File: config.mk
export PLATFORM = sky130hd
export DESIGN_NAME = display_regbank
export DESIGN_NICKNAME = d
export VERILOG_FILES = /design/src/rtl/display_regbank.sv
export SDC_FILE = /design/constraint.sdc
export NUM_CORES = 1
export LEC_CHECK = 0
export CORE_MARGIN = 2
export CORE_UTILIZATION = 60
export DETAILED_ROUTE_END_ITERATION = 8
export PLACE_DENSITY_LB_ADDON = 0.08
export SYNTH_ARGS = -nofsm -noshare
export SYNTH_HDL_FRONTEND = slang
export SYNTH_SLANG_ARGS = --single-unit
File: constraint.sdc
create_clock -name c125 -period 11.2 [get_ports c125]
set_input_delay 1.68 -clock c125 [delete_from_list [all_inputs] [get_ports c125]]
set_output_delay 1.68 -clock c125 [all_outputs]
set_load 0.05 [all_outputs]
File: src/rtl/display_regbank.sv
// Display-board register responder: control/status registers, pixel FIFO
// feeding the panel stream, and a glitch-free backlight PWM.
module display_regbank #(
    parameter int unsigned AW    = 8,
    parameter int unsigned DW    = 32,
    parameter int unsigned PW    = 24,
    parameter int unsigned DEPTH = 16,
    parameter logic [31:0] ID    = 32'hD15B_0001
) (
    input  logic          c125,
    input  logic          reset_n,
    input  logic          wvalid,
    input  logic [AW-1:0] addr,
    input  logic [DW-1:0] wdata,
    output logic [DW-1:0] rdata,
    output logic [PW-1:0] pix_data,
    output logic          pix_valid,
    input  logic          pix_ready,
    output logic          enable,
    output logic          backlight
);

    localparam int unsigned PTRW = $clog2(DEPTH);
    localparam int unsigned LW   = PTRW + 1;

    localparam logic [AW-1:0] A_ID      = AW'(8'h00);
    localparam logic [AW-1:0] A_CTRL    = AW'(8'h01);
    localparam logic [AW-1:0] A_STATUS  = AW'(8'h02);
    localparam logic [AW-1:0] A_SCRATCH = AW'(8'h03);
    localparam logic [AW-1:0] A_PIXEL   = AW'(8'h04);

    // Architectural state
    logic [7:0]      duty_q;
    logic [DW-1:0]   scratch_q;
    logic [LW-1:0]   level_q;
    logic [PTRW-1:0] rd_ptr_q;
    logic [PTRW-1:0] wr_ptr_q;
    logic            ovf_q;
    logic            unr_q;
    logic [7:0]      cnt_q;
    logic [7:0]      duty_act_q;
    logic [PW-1:0]   mem [DEPTH];

    // Next-state values
    logic [7:0]      duty_nxt;
    logic [DW-1:0]   scratch_nxt;
    logic [LW-1:0]   level_nxt;
    logic [PTRW-1:0] rd_ptr_nxt;
    logic [PTRW-1:0] wr_ptr_nxt;
    logic            ovf_nxt;
    logic            unr_nxt;
    logic [7:0]      cnt_nxt;
    logic [7:0]      duty_act_nxt;
    logic            enable_nxt;
    logic            pix_valid_nxt;
    logic [PW-1:0]   pix_data_nxt;
    logic            backlight_nxt;
    logic [DW-1:0]   rdata_nxt;

    logic            wr_ctrl;
    logic            wr_status;
    logic            wr_scratch;
    logic            wr_pixel;
    logic            flush;
    logic            full;
    logic            empty;
    logic            pop;
    logic            push;
    logic            ovf_set;
    logic            unr_set;
    logic [DW-1:0]   status_word;
    logic [DW-1:0]   ctrl_word;

    always_comb begin
        wr_ctrl       = 1'b0;
        wr_status     = 1'b0;
        wr_scratch    = 1'b0;
        wr_pixel      = 1'b0;
        flush         = 1'b0;
        full          = 1'b0;
        empty         = 1'b0;
        pop           = 1'b0;
        push          = 1'b0;
        ovf_set       = 1'b0;
        unr_set       = 1'b0;
        duty_nxt      = duty_q;
        enable_nxt    = enable;
        scratch_nxt   = scratch_q;
        level_nxt     = level_q;
        rd_ptr_nxt    = rd_ptr_q;
        wr_ptr_nxt    = wr_ptr_q;
        ovf_nxt       = ovf_q;
        unr_nxt       = unr_q;
        cnt_nxt       = cnt_q + 8'd1;
        duty_act_nxt  = duty_act_q;
        pix_valid_nxt = 1'b0;
        pix_data_nxt  = '0;
        backlight_nxt = 1'b0;
        rdata_nxt     = '0;
        status_word   = '0;
        ctrl_word     = '0;

        wr_ctrl    = wvalid && (addr == A_CTRL);
        wr_status  = wvalid && (addr == A_STATUS);
        wr_scratch = wvalid && (addr == A_SCRATCH);
        wr_pixel   = wvalid && (addr == A_PIXEL);
        flush      = wr_ctrl && wdata[1];

        full  = (level_q == LW'(DEPTH));
        empty = (level_q == '0);

        // A flush discards both the same-cycle pop and push
        pop     = pix_valid && pix_ready && !flush;
        push    = wr_pixel && !flush && (!full || pop);
        ovf_set = wr_pixel && !flush && full && !pop;
        unr_set = pix_ready && enable && empty;

        if (wr_ctrl) begin
            enable_nxt = wdata[0];
            duty_nxt   = wdata[15:8];
        end
        if (wr_scratch) begin
            scratch_nxt = wdata;
        end

        // Sticky flags: a same-cycle set overrides the W1C clear
        ovf_nxt = ovf_set || (ovf_q && !(wr_status && wdata[16]));
        unr_nxt = unr_set || (unr_q && !(wr_status && wdata[17]));

        if (flush) begin
            level_nxt  = '0;
            rd_ptr_nxt = '0;
            wr_ptr_nxt = '0;
        end else begin
            if (push) wr_ptr_nxt = wr_ptr_q + PTRW'(1);
            if (pop)  rd_ptr_nxt = rd_ptr_q + PTRW'(1);
            if (push && !pop)      level_nxt = level_q + LW'(1);
            else if (!push && pop) level_nxt = level_q - LW'(1);
        end

        // Head word after this edge; bypass when the push lands at the new head
        if (push && (wr_ptr_q == rd_ptr_nxt)) pix_data_nxt = wdata[PW-1:0];
        else                                  pix_data_nxt = mem[rd_ptr_nxt];
        pix_valid_nxt = enable_nxt && (level_nxt != '0);

        if (cnt_q == 8'hFF) duty_act_nxt = duty_q;
        backlight_nxt = (cnt_nxt < duty_act_nxt);

        status_word[LW-1:0] = level_q;
        status_word[8]      = empty;
        status_word[9]      = full;
        status_word[16]     = ovf_q;
        status_word[17]     = unr_q;
        ctrl_word[0]        = enable;
        ctrl_word[15:8]     = duty_q;

        case (addr)
            A_ID:      rdata_nxt = DW'(ID);
            A_CTRL:    rdata_nxt = ctrl_word;
            A_STATUS:  rdata_nxt = status_word;
            A_SCRATCH: rdata_nxt = scratch_q;
            default:   rdata_nxt = '0;
        endcase
    end

    always_ff @(posedge c125 or negedge reset_n) begin
        if (!reset_n) begin
            duty_q     <= '0;
            enable     <= 1'b0;
            scratch_q  <= '0;
            level_q    <= '0;
            rd_ptr_q   <= '0;
            wr_ptr_q   <= '0;
            ovf_q      <= 1'b0;
            unr_q      <= 1'b0;
            cnt_q      <= '0;
            duty_act_q <= '0;
            pix_valid  <= 1'b0;
            pix_data   <= '0;
            backlight  <= 1'b0;
            rdata      <= '0;
        end else begin
            duty_q     <= duty_nxt;
            enable     <= enable_nxt;
            scratch_q  <= scratch_nxt;
            level_q    <= level_nxt;
            rd_ptr_q   <= rd_ptr_nxt;
            wr_ptr_q   <= wr_ptr_nxt;
            ovf_q      <= ovf_nxt;
            unr_q      <= unr_nxt;
            cnt_q      <= cnt_nxt;
            duty_act_q <= duty_act_nxt;
            pix_valid  <= pix_valid_nxt;
            pix_data   <= pix_data_nxt;
            backlight  <= backlight_nxt;
            rdata      <= rdata_nxt;
        end
    end

    // Pixel storage carries no reset; validity is tracked by level/pointers
    always_ff @(posedge c125) begin
        if (push) begin
            mem[wr_ptr_q] <= wdata[PW-1:0];
        end
    end

endmodule
==> metrics.md <==
| Metric | Value |
|---|---|
| Post-CTS Hold Buffers | `0` |
| RR Startpoint | `rd_ptr_q[0]$_DFF_PN0_` |
| Total die area | `35,500 µm²` |
| Total number of vias | `12,400` |
| Placed cell count | `1,828` |
| Hold depth | `2` |
| IO Pins | `103` |
| DIE HEIGHT | `188 µm` |
| Logic pwr share | `0.191` |
| Setup Crit Path Kind | `in -> reg` |
| Max VDD drop | `0.227 mV` |
| Placed instance area | `22,000 µm²` |
| Final worst slack | `5.91 ns` |
| CTS Buf Count | `50` |
| Ys flop type | `edfxtp_1` |
| Sequential power share | `0.464` |
| Final setup fails | `0` |
| Slew Viols, Final | `0` |
| Post-synthesis cell type count | `60` |
| Worst setup path start | `addr[0]` |
| DR pass1 iterations | `7` |
| Worst hold path startpoint | `scratch_q[30]$_DFFE_PN0P_` |
| Min-Delay Endpoint | `rdata[30]$_DFF_PN0_` |
| Mean Syn Cell Area | `15.3 µm²` |
| Gr usage total | `0.284` |
| WL per Instance | `25.8 µm` |
| Post-cts sizing count | `0` |
| H-tree levels | `2` |
| MaxCap Viol Count | `0` |
| Clock Power Share | `0.345` |
| First-pass GRT wire length | `75.4 mm` |
| Final GP Congestion | `0.904` |
| Synthesis-to-layout area growth | `15.1%` |
| Initial Utilization | `0.609` |
| Routed Wire Length | `49.5 mm` |
| YS warnings | `0` |
| Worst Path Required | `11.60 ns` |
| Post-synthesis instance total | `1,334` |
| Non-Filler Instances | `1,921` |
| Number of global-route vias before repair | `12,100` |
| Cell Area, Synth | `20,400 µm²` |
| Sw frac | `0.287` |
| Post-synthesis sequential area ratio | `0.724` |
| Worst Skew | `0.0141 ns` |
| HPWL after DPL | `29.6 mm` |
| Leak Pwr | `0.00845 µW` |
| Most frequent cells in the layout | `edfxtp_1 (384), dfrtp_1 (130), clkdlybuf4s50_1 (101), nor2_1 (78), a21oi_1 (75)` |
| Final Critical Period | `5.29 ns` |
| Ant diodes | `0` |
| # port buffers | `102` |
| Overflow after GRT | `0` |
| Row count | `67` |
| Largest net degree at the start of global routing | `82` |
| Final worst path period share | `0.473` |
| Clk buf depth | `3` |
| Fin Setup TNS | `0 ns` |
| Hold WC Path Type | `reg -> reg` |
| EDFF count, synth | `384` |
| Die W | `188 µm` |
| Postcts setup bufs | `0` |
| Crit path max fanout | `47` |
| RSZ-0062 raised after global routing | `false` |
| Core ar. | `33,500 µm²` |
| Clk root buf | `clkbuf_16` |
| PwrDens | `198 nW/µm²` |
| Data arrival time of the critical path | `5.70 ns` |
| Commonest non-fill, non-tap cell in the layout | `edfxtp_1` |
| Reg2reg end | `pix_data[11]$_DFF_PN0_` |
| Async S/R FF share, synth | `0.253` |
| Worst Reg-to-Reg Cells | `10` |
| Detail Route Antenna Nets | `0` |
| Worst-margin pin slew | `1.39 ns` |
| Vias per std cell | `6.44` |
| Clock transition at path regs | `0.06 ns` |
| Nets | `1,492` |
| P_sw | `1330 µW` |
| Status | `finished clean` |
| Fraction of layout cells with a size suffix above 1 | `0.143` |
| DRC Markers | `0` |
| Reg-to-reg slack, setup | `7.02 ns` |
| Antenna violations before repair | `0` |
| Relative slew slack | `0.0748` |
| Post-route cell area | `23,500 µm²` |
| Syn_nets | `1,394` |
| Clk sinks | `514` |
| Crit path launch type | `primary input` |
| Fin. Hold Viols | `0` |
| CTS tree | `yes` |
| Fillers | `2,239` |
| Pint | `3310 µW` |
| 1st-iter DRT viols | `1,324` |
| Synth Register Bits | `514` |
| Post-place setup slack | `5.44 ns` |
| Fmax | `189 MHz` |
| Critical Path Sink Type | `flip-flop` |
| Clk Latency, worst-skew pair | `0.58 ns` |
==> kinds of logic after synthesis <==
group	count (synthesis)	synth area share
flip-flops	514	0.724
AND/OR/NAND/NOR	299	0.0714
AO/OA/AOI/OAI	257	0.0851
multiplexers	127	0.0809
buffers and inverters	102	0.0207
XOR/XNOR	19	0.00815
adder cells (fa/ha/maj)	16	0.00980
==> critical path: stages <==
cell and delay [ns]:
clkdlybuf4s50_1 0.46, buf_4 0.29, or4b_1 0.62, or3_4 0.70, nand2_2 0.61, inv_2 0.45
mux4_2 0.54, nand3_1 0.10, and3_1 0.17, a21oi_1 0.06
==> final cells by class <==
| type | instances | area [µm²] | share of cell area |
|---|---|---|---|
| Sequential cell | 514 | 14800 | 0.629 |
| Clock buffer | 79 | 1450 | 0.0617 |
| Clock inverter | 14 | 104 | 0.00442 |
| Multi-Input combinational cell | 718 | 5310 | 0.226 |
| Tap cell | 448 | 561 | 0.0238 |
| Timing Repair Buffer | 131 | 1240 | 0.0527 |
| Inverter | 17 | 63.8 | 0.00271 |
==> flip-flops by register name, summed over array words and instances (netlist names) <==
name and cells:
level_q 5, ovf_q 1, mem 384, cnt_q 8, enable 1, duty_act_q 8
rd_ptr_q 4, pix_data 24, pix_valid 1, unr_q 1, wr_ptr_q 4, backlight 1
rdata 32, scratch_q 32, duty_q 8
==> power groups by stage <==
stage / sequential (µW) / combinational, µW / clock (µW)
2_1_floorplan: 2330 / 407 / 0
3_3_place_gp: 2200 / 866 / 0
3_5_place_dp: 2190 / 878 / 0
4_1_cts: 2160 / 883 / 1620
5_1_grt: 2160 / 935 / 1700
6_report: 2160 / 886 / 1600
==> stage by stage <==
| stage | util | hold WS, ns | power (µW) |
|---|---|---|---|
| finish | 0.701 | 0.475 | 4650 |
| global placement | 0.655 | 0.447 | 3060 |
| floorplan | - | 0.441 | 2730 |
| global route | 0.701 | 0.510 | 4800 |
| CTS | 0.701 | 0.472 | 4670 |
| detailed placement | 0.655 | 0.456 | 3070 |
==> synthesized netlist by cell type (5+ instances only) <==
| library cell | instances | area (µm²) |
|---|---|---|
| nand2_1 | 66 | 248 |
| a21o_1 | 21 | 158 |
| and2_1 | 6 | 37.5 |
| a31oi_1 | 5 | 31.3 |
| xor2_1 | 8 | 70.1 |
| nand3_1 | 47 | 235 |
| mux2_2 | 65 | 732 |
| a222oi_1 | 21 | 210 |
| clkbuf_1 | 61 | 229 |
| ha_1 | 16 | 200 |
| nor2_1 | 79 | 297 |
| a21oi_1 | 76 | 380 |
| and3_1 | 18 | 113 |
| o41ai_1 | 21 | 184 |
| a22o_1 | 7 | 61.3 |
| nand4_1 | 31 | 194 |
| buf_2 | 14 | 70.1 |
| dfrtp_1 | 130 | 3250 |
| mux2i_1 | 38 | 380 |
| nor3_1 | 29 | 145 |
| o21ai_0 | 55 | 275 |
| buf_1 | 7 | 26.3 |
| xnor2_1 | 11 | 96.3 |
| inv_1 | 16 | 60.1 |
| o221ai_1 | 21 | 184 |
| mux4_2 | 24 | 541 |
| edfxtp_1 | 384 | 11500 |
==> per-layer routing <==
layer  routed length, µm  global-route usage  up-vias
met4                1510              0.0910        0
met2               24300               0.458      567
met5                   0                   0        -
li1                    -                   -     5390
met3                3290              0.0440       94
met1               20400               0.404     6324
==> worst max path at each step <==
stage | cells past startpoint | to
2_1_floorplan | 7 | mem[7][0]$_DFFE_PP_
3_3_place_gp | 10 | pix_data[22]$_DFF_PN0_
3_5_place_dp | 10 | pix_data[22]$_DFF_PN0_
4_1_cts | 10 | pix_data[22]$_DFF_PN0_
5_1_grt | 9 | mem[0][21]$_DFFE_PP_
6_report | 10 | pix_data[22]$_DFF_PN0_
Power figures use the tool's default switching activity.
